===== src/rtl/seg_scan_pkg.sv =====
// -----------------------------------------------------------------------------
// seg_scan_pkg
// Shared constants, slot state type and select-vector helpers for the
// time-multiplexed 7-segment scanner (seg_scan_mux / seg_scan_timer).
// -----------------------------------------------------------------------------
package seg_scan_pkg;

   localparam int DEF_N_DIGITS  = 4;
   localparam int DEF_DATA_W    = 8;
   localparam int DEF_TICK_DIV  = 50000;
   localparam int DEF_BLANK_CYC = 16;

   // Widest select vector the helper can build; callers truncate to N_DIGITS.
   localparam int SEL_MAX_W = 32;

   // What the output stage drives during the current cycle of a slot.
   typedef enum logic {
      SLOT_BLANK = 1'b0,
      SLOT_SHOW  = 1'b1
   } slot_state_e;

   // One-hot select for digit idx, optionally inverted for active-low pins.
   function automatic logic [SEL_MAX_W-1:0] sel_onehot(input int unsigned idx,
                                                       input logic        active_low);
      logic [SEL_MAX_W-1:0] v;
      v = SEL_MAX_W'(1) << idx;
      if (active_low) begin
         v = ~v;
      end
      return v;
   endfunction

   // Select vector with every digit inactive.
   function automatic logic [SEL_MAX_W-1:0] sel_idle(input logic active_low);
      return active_low ? '1 : '0;
   endfunction

endpackage


===== src/rtl/seg_scan_timer.sv =====
// -----------------------------------------------------------------------------
// seg_scan_timer
// Phase / digit counters for the display scanner. The counters hold the slot
// position that the *next* clock edge will present on the registered outputs,
// so the first edge after reset presents phase 0 of digit 0.
//
// Ports:
//   i_clk        - clock
//   i_rst        - asynchronous active-high reset
//   o_phase      - phase within the slot, 0..TICK_DIV-1
//   o_digit      - digit slot index, 0..N_DIGITS-1
//   o_blank      - o_phase < BLANK_CYC
//   o_frame_edge - the coming edge starts a new frame (phase 0, digit 0)
// -----------------------------------------------------------------------------
module seg_scan_timer
   import seg_scan_pkg::*;
#(
   parameter  int N_DIGITS  = DEF_N_DIGITS,
   parameter  int TICK_DIV  = DEF_TICK_DIV,
   parameter  int BLANK_CYC = DEF_BLANK_CYC,
   localparam int PH_W      = $clog2(TICK_DIV),
   localparam int DG_W      = $clog2(N_DIGITS)
)(
   input  logic            i_clk,
   input  logic            i_rst,
   output logic [PH_W-1:0] o_phase,
   output logic [DG_W-1:0] o_digit,
   output logic            o_blank,
   output logic            o_frame_edge
);

   logic [PH_W-1:0] r_phase;
   logic [DG_W-1:0] r_digit;

   always_ff @(posedge i_clk or posedge i_rst) begin
      if (i_rst) begin
         r_phase <= '0;
         r_digit <= '0;
      end else if (r_phase == PH_W'(TICK_DIV - 1)) begin
         r_phase <= '0;
         if (r_digit == DG_W'(N_DIGITS - 1)) begin
            r_digit <= '0;
         end else begin
            r_digit <= r_digit + 1'b1;
         end
      end else begin
         r_phase <= r_phase + 1'b1;
      end
   end

   // Signed compare keeps BLANK_CYC = 0 a plain "never blank" case.
   assign o_blank      = int'(r_phase) < BLANK_CYC;
   assign o_frame_edge = (r_phase == '0) && (r_digit == '0);
   assign o_phase      = r_phase;
   assign o_digit      = r_digit;

endmodule


===== src/rtl/seg_scan_mux.sv =====
// -----------------------------------------------------------------------------
// seg_scan_mux
// Time-multiplexed 7-segment scanner. Digit patterns are captured into a shadow
// register only on a frame edge, so a frame never mixes old and new data. Each
// digit slot starts with a blanking interval to suppress ghosting.
//
// Ports:
//   i_clk      - clock
//   i_rst      - asynchronous active-high reset
//   i_data     - digit k pattern at [k*DATA_W +: DATA_W]
//   i_digit_en - per-digit enable mask
//   i_load     - request capture of i_data / i_digit_en at the next frame edge
//   o_load_ack - one-cycle pulse in the first cycle of a frame using new data
//   o_data     - segment pattern for the current slot (BLANK_PAT when dark)
//   o_sel      - one-hot digit select, all inactive while blanked
//   o_digit    - current slot index
//   o_frame    - one-cycle pulse in the first cycle of each frame
// -----------------------------------------------------------------------------
module seg_scan_mux
   import seg_scan_pkg::*;
#(
   parameter  int                N_DIGITS       = DEF_N_DIGITS,
   parameter  int                DATA_W         = DEF_DATA_W,
   parameter  int                TICK_DIV       = DEF_TICK_DIV,
   parameter  int                BLANK_CYC      = DEF_BLANK_CYC,
   parameter  logic [DATA_W-1:0] BLANK_PAT      = '1,
   parameter  bit                SEL_ACTIVE_LOW = 1'b1,
   localparam int                DG_W           = $clog2(N_DIGITS)
)(
   input  logic                         i_clk,
   input  logic                         i_rst,
   input  logic [N_DIGITS*DATA_W-1:0]   i_data,
   input  logic [N_DIGITS-1:0]          i_digit_en,
   input  logic                         i_load,
   output logic                         o_load_ack,
   output logic [DATA_W-1:0]            o_data,
   output logic [N_DIGITS-1:0]          o_sel,
   output logic [DG_W-1:0]              o_digit,
   output logic                         o_frame
);

   localparam int PH_W = $clog2(TICK_DIV);
   localparam logic [N_DIGITS-1:0] SEL_IDLE = N_DIGITS'(sel_idle(SEL_ACTIVE_LOW));

   logic [PH_W-1:0]              w_phase_unused;
   logic [DG_W-1:0]              w_digit;
   logic                         w_blank;
   logic                         w_frame_edge;
   logic                         w_capture;
   logic [N_DIGITS*DATA_W-1:0]   w_shd_data_nxt;
   logic [N_DIGITS-1:0]          w_shd_en_nxt;
   slot_state_e                  w_slot;
   logic [N_DIGITS-1:0]          w_sel_nxt;
   logic [DATA_W-1:0]            w_data_nxt;

   logic                         r_pending;
   logic [N_DIGITS*DATA_W-1:0]   r_shd_data;
   logic [N_DIGITS-1:0]          r_shd_en;
   logic                         r_load_ack;
   logic [DATA_W-1:0]            r_data;
   logic [N_DIGITS-1:0]          r_sel;
   logic [DG_W-1:0]              r_digit;
   logic                         r_frame;

   seg_scan_timer #(
      .N_DIGITS  (N_DIGITS),
      .TICK_DIV  (TICK_DIV),
      .BLANK_CYC (BLANK_CYC)
   ) u_timer (
      .i_clk        (i_clk),
      .i_rst        (i_rst),
      .o_phase      (w_phase_unused),
      .o_digit      (w_digit),
      .o_blank      (w_blank),
      .o_frame_edge (w_frame_edge)
   );

   // The output registers load from the post-capture shadow view, so the
   // first cycle of a frame already reflects freshly captured data (this
   // matters when BLANK_CYC = 0).
   always_comb begin
      w_capture      = w_frame_edge & (r_pending | i_load);
      w_shd_data_nxt = w_capture ? i_data     : r_shd_data;
      w_shd_en_nxt   = w_capture ? i_digit_en : r_shd_en;

      w_slot = (!w_blank && w_shd_en_nxt[w_digit]) ? SLOT_SHOW : SLOT_BLANK;

      w_sel_nxt  = SEL_IDLE;
      w_data_nxt = BLANK_PAT;
      if (w_slot == SLOT_SHOW) begin
         w_sel_nxt  = N_DIGITS'(sel_onehot(32'(w_digit), SEL_ACTIVE_LOW));
         w_data_nxt = w_shd_data_nxt[int'(w_digit)*DATA_W +: DATA_W];
      end
   end

   // Load bookkeeping and shadow registers.
   always_ff @(posedge i_clk or posedge i_rst) begin
      if (i_rst) begin
         r_pending  <= 1'b0;
         r_shd_data <= {N_DIGITS{BLANK_PAT}};
         r_shd_en   <= '0;
      end else begin
         if (w_capture) begin
            r_pending <= 1'b0;
         end else if (i_load) begin
            r_pending <= 1'b1;
         end
         r_shd_data <= w_shd_data_nxt;
         r_shd_en   <= w_shd_en_nxt;
      end
   end

   // Registered outputs.
   always_ff @(posedge i_clk or posedge i_rst) begin
      if (i_rst) begin
         r_load_ack <= 1'b0;
         r_data     <= BLANK_PAT;
         r_sel      <= SEL_IDLE;
         r_digit    <= '0;
         r_frame    <= 1'b0;
      end else begin
         r_load_ack <= w_capture;
         r_data     <= w_data_nxt;
         r_sel      <= w_sel_nxt;
         r_digit    <= w_digit;
         r_frame    <= w_frame_edge;
      end
   end

   assign o_load_ack = r_load_ack;
   assign o_data     = r_data;
   assign o_sel      = r_sel;
   assign o_digit    = r_digit;
   assign o_frame    = r_frame;

endmodule

===== config.mk =====
export PLATFORM = sky130hd
export DESIGN_NAME = seg_scan_mux
export DESIGN_NICKNAME = d
export VERILOG_FILES = /design/src/rtl/seg_scan_pkg.sv /design/src/rtl/seg_scan_timer.sv /design/src/rtl/seg_scan_mux.sv
export SDC_FILE = /design/constraint.sdc
export NUM_CORES = 1
export LEC_CHECK = 0
export ABC_AREA = 1
export CAP_MARGIN = 20
export CORE_ASPECT_RATIO = 0.9
export CORE_UTILIZATION = 50
export DETAILED_ROUTE_END_ITERATION = 8
export PLACE_DENSITY_LB_ADDON = 0.05
export RECOVER_POWER = 100
export SLEW_MARGIN = 20
export SYNTH_ARGS = -nofsm -noshare
export SYNTH_HDL_FRONTEND = slang
export SYNTH_SLANG_ARGS = --single-unit

===== constraint.sdc =====
create_clock -name i_clk -period 2.7 [get_ports i_clk]
set_input_delay 0.405 -clock i_clk [delete_from_list [all_inputs] [get_ports i_clk]]
set_output_delay 0.405 -clock i_clk [all_outputs]
set_load 0.02 [all_outputs]

==> impl_metrics.ini <==
[sta]
report.final.slew_viol_count = 72
rsz0062_at_grt = no
fmax_mhz = 456
fin_crit_sh_pct = 81.2
slew_headroom_pct = -16.1
skew_ns = 0.00606
setup_violations = 0
worst_pin_slew_ns = 1.74
timing.final.ws_setup_ns = 0.507
finalHoldViolCount = 0
setup_tns_ns = 0
fin_crit_ns = 2.19

[floorplanning]
rows = 29
die_w_um = 93.6
dieArea_um2 = 7900
initial_utilization_pct = 52.5
coreArea_um2 = 7180
die_h_um = 84.4
io_pins = 55

[placed_design]
place_hpwl_um = 5660
gp_congestion = 0.825
port_buffers = 54
dp_cells = 591
place_ws_ns = 0.443

[clock_tree]
insertion_delay_ns = 0.34
cts-hold-fix-buffers = 0
cts.sinks = 71
post_cts_buffers = 0
clock_path_buffers = 2
cts_resized = 0
cts-root-buf = clkbuf_8
cts_tree = yes
cts_buffers = 9
path_clk_slew_ns = 0.08
htreeDepth = 3

[yosys]
async_flop_share_pct = 100
synth_edf_count = 0
syn-instance-count = 453
synth_top_family_by_area = simple AND/OR/NAND/NOR gates
avgSynthCellArea_um2 = 8.33
yosys_warnings = 0
synth_nets = 498
yosys.area_share.simple_pct = 34.9
synth-main-ff-cell = dfstp_2
ys_ff_latch = 71
synth_top_area_share_pct = 30.6
synth_compound_area_share_pct = 1.89
synth_most_common_cell = inv_1
syn-cell-area_um2 = 3770
synthXorXnorAreaFrac_pct = 0.928
yosysTopAreaCell = dfstp_2
synthTopCellsByArea = dfstp_2 31%, dfrtp_1 18%, inv_1 8.9%
synth-adder-area-share_pct = 1.99
synth_common_cells = 90 x inv_1, 69 x nand2_1, 61 x nand3_1
synth_cell_types = 28
synth_seq_area_share_pct = 48.5
muxShareOfSynthArea_pct = 0

[worst_setup_path]
path_max_fanout = 21
start_kind = register
path_class = reg -> reg
endpoint_kind = register
slowest_delay_ns = 0.42
critical_path.cell_chain = inv_1 > ha_1 > nand2_1 > inv_1 > nand2_1 > nor2_8 > buf_4 > nand4_1 > nand3_1 > nand3_1 > nand2_1 > nand3_1
arrival_ns = 2.45
crit_buf_inv = 3
cp_slowest_cell = dfrtp_1
critPathRequiredTime_ns = 2.96
cp_top_family = simple AND/OR/NAND/NOR gates

[job]
drv_cap = 1

[outcome]
status = finished, violations left
failed_checks = capacitance limit, slew limit

[routing]
dr.pass1.iters = 5
wl_per_cell_um = 14.0
drt-initial-drc-count = 206
ant_nets = 0
drcViolationCount = 0
via_per_inst = 5.03
via_count = 3055
routed_wl_um = 8470

[global_routing]
busiest_layer = met1
antenna_found_initial = 0
grt_max_degree = 72
use_met1_pct = 36.9
grtUsageMet2_pct = 36.2
use_met3_pct = 4.62
grt_pass1_vias = 3098
gr-total-overflow = 0
grt_pass1_wl_um = 14800
grt_usage_pct = 24.4

[finish]
drive_gt1_share_pct = 15.8
final_cells = 607
fin_nets = 554
synthToLayoutAreaGrowth_pct = 20.8
antenna_cells = 0

[power_and_ir_drop]
total_power_mw = 2.15
p_leak_nw = 2.24
powerDensity_nw_per_um2 = 472
ir_worst_vdd_mv = 0.247

[worst_hold_path]
hold_path_class = reg -> reg
[cells by family (layout without fill, tap and decap cells)]
family,count (synthesis),in the layout
simple gates,247,247
fa+ha+maj,6,6
xor+xnor,4,4
compound gates,14,14
buf+inv,111,172
flops,71,71
[layer usage]
| metal | wire length, µm | part of all wire (%) | up-vias |
|---|---|---|---|
| met4 | 85 | 1.0 | 0 |
| met1 | 4400 | 52 | 1413 |
| met5 | 0 | 0 | - |
| met3 | 442 | 5.2 | 9 |
| li1 | - | - | 1542 |
| met2 | 3550 | 42 | 91 |
[tightest hold or removal path: cells and delay by family, from the launching register on]
family / cells / cell delay [ns]
DFF: 1 / 0.33
and+or+nand+nor: 2 / 0.11
[cell type report]
| cell class | instances | area (µm²) |
|---|---|---|
| Timing Repair Buffer | 65 | 613 |
| Multi-Input combinational cell | 271 | 1460 |
| Tap cell | 93 | 116 |
| Sequential cell | 71 | 1830 |
| Clock buffer | 9 | 124 |
| Fill cell | 625 | 2630 |
| Inverter | 91 | 347 |
| Clock inverter | 7 | 72.6 |
[final timing paths]
kind / from / endpoint / slack [ns] / cells after the start
max: u_timer.o_phase[0] / o_data[7] / 0.51 / 12
min: r_shd_en[0] / r_shd_en[0] / 0.47 / 2
max reg2reg: u_timer.o_phase[0] / o_data[7] / 0.51 / 12
min reg2reg: r_shd_en[0] / r_shd_en[0] / 0.47 / 2
max in group asynchronous: i_rst / u_timer.o_phase[1] / 0.56 / 3
min in group asynchronous: i_rst / u_timer.o_phase[10] / 1.11 / 3
[metrics by stage]
step	util [%]	hold WS, ns	cell area (µm²)
5_1_grt	63.5	0.519	4560
3_3_place_gp	61.7	0.453	4430
4_1_cts	64.4	0.464	4630
3_5_place_dp	61.7	0.456	4430
6_report	63.5	0.470	4560
2_1_floorplan	-	0.396	3770
[sequential cells by signal, indices dropped and copies added, names as in the netlist, 2 cells and up]
| name | count |
|---|---|
| o_data | 8 |
| r_shd_en | 4 |
| o_digit | 2 |
| o_sel | 4 |
| u_timer.o_phase | 16 |
| r_shd_data | 32 |
| u_timer.o_digit | 2 |
[power breakdown]
group	leakage, nW	internal (mW)	switching (mW)	total (mW)
registers	0.811	1.12	0.00917	1.13
logic	1.33	0.0886	0.0880	0.177
clock network	0.0956	0.428	0.415	0.843
[layout by cell type (no fill, tap or decap), types with 17 or more instances in the layout]
| cell | instances |
|---|---|
| dlygate4sd3_1 | 17 |
| and2_0 | 26 |
| dfstp_2 | 44 |
| inv_1 | 89 |
| clkdlybuf4s50_1 | 37 |
| nor2_1 | 21 |
| nand3_1 | 69 |
| nand2_1 | 70 |
| dfrtp_1 | 27 |
| nand4_1 | 36 |
Note: power is estimated with default switching activity, not from simulation.
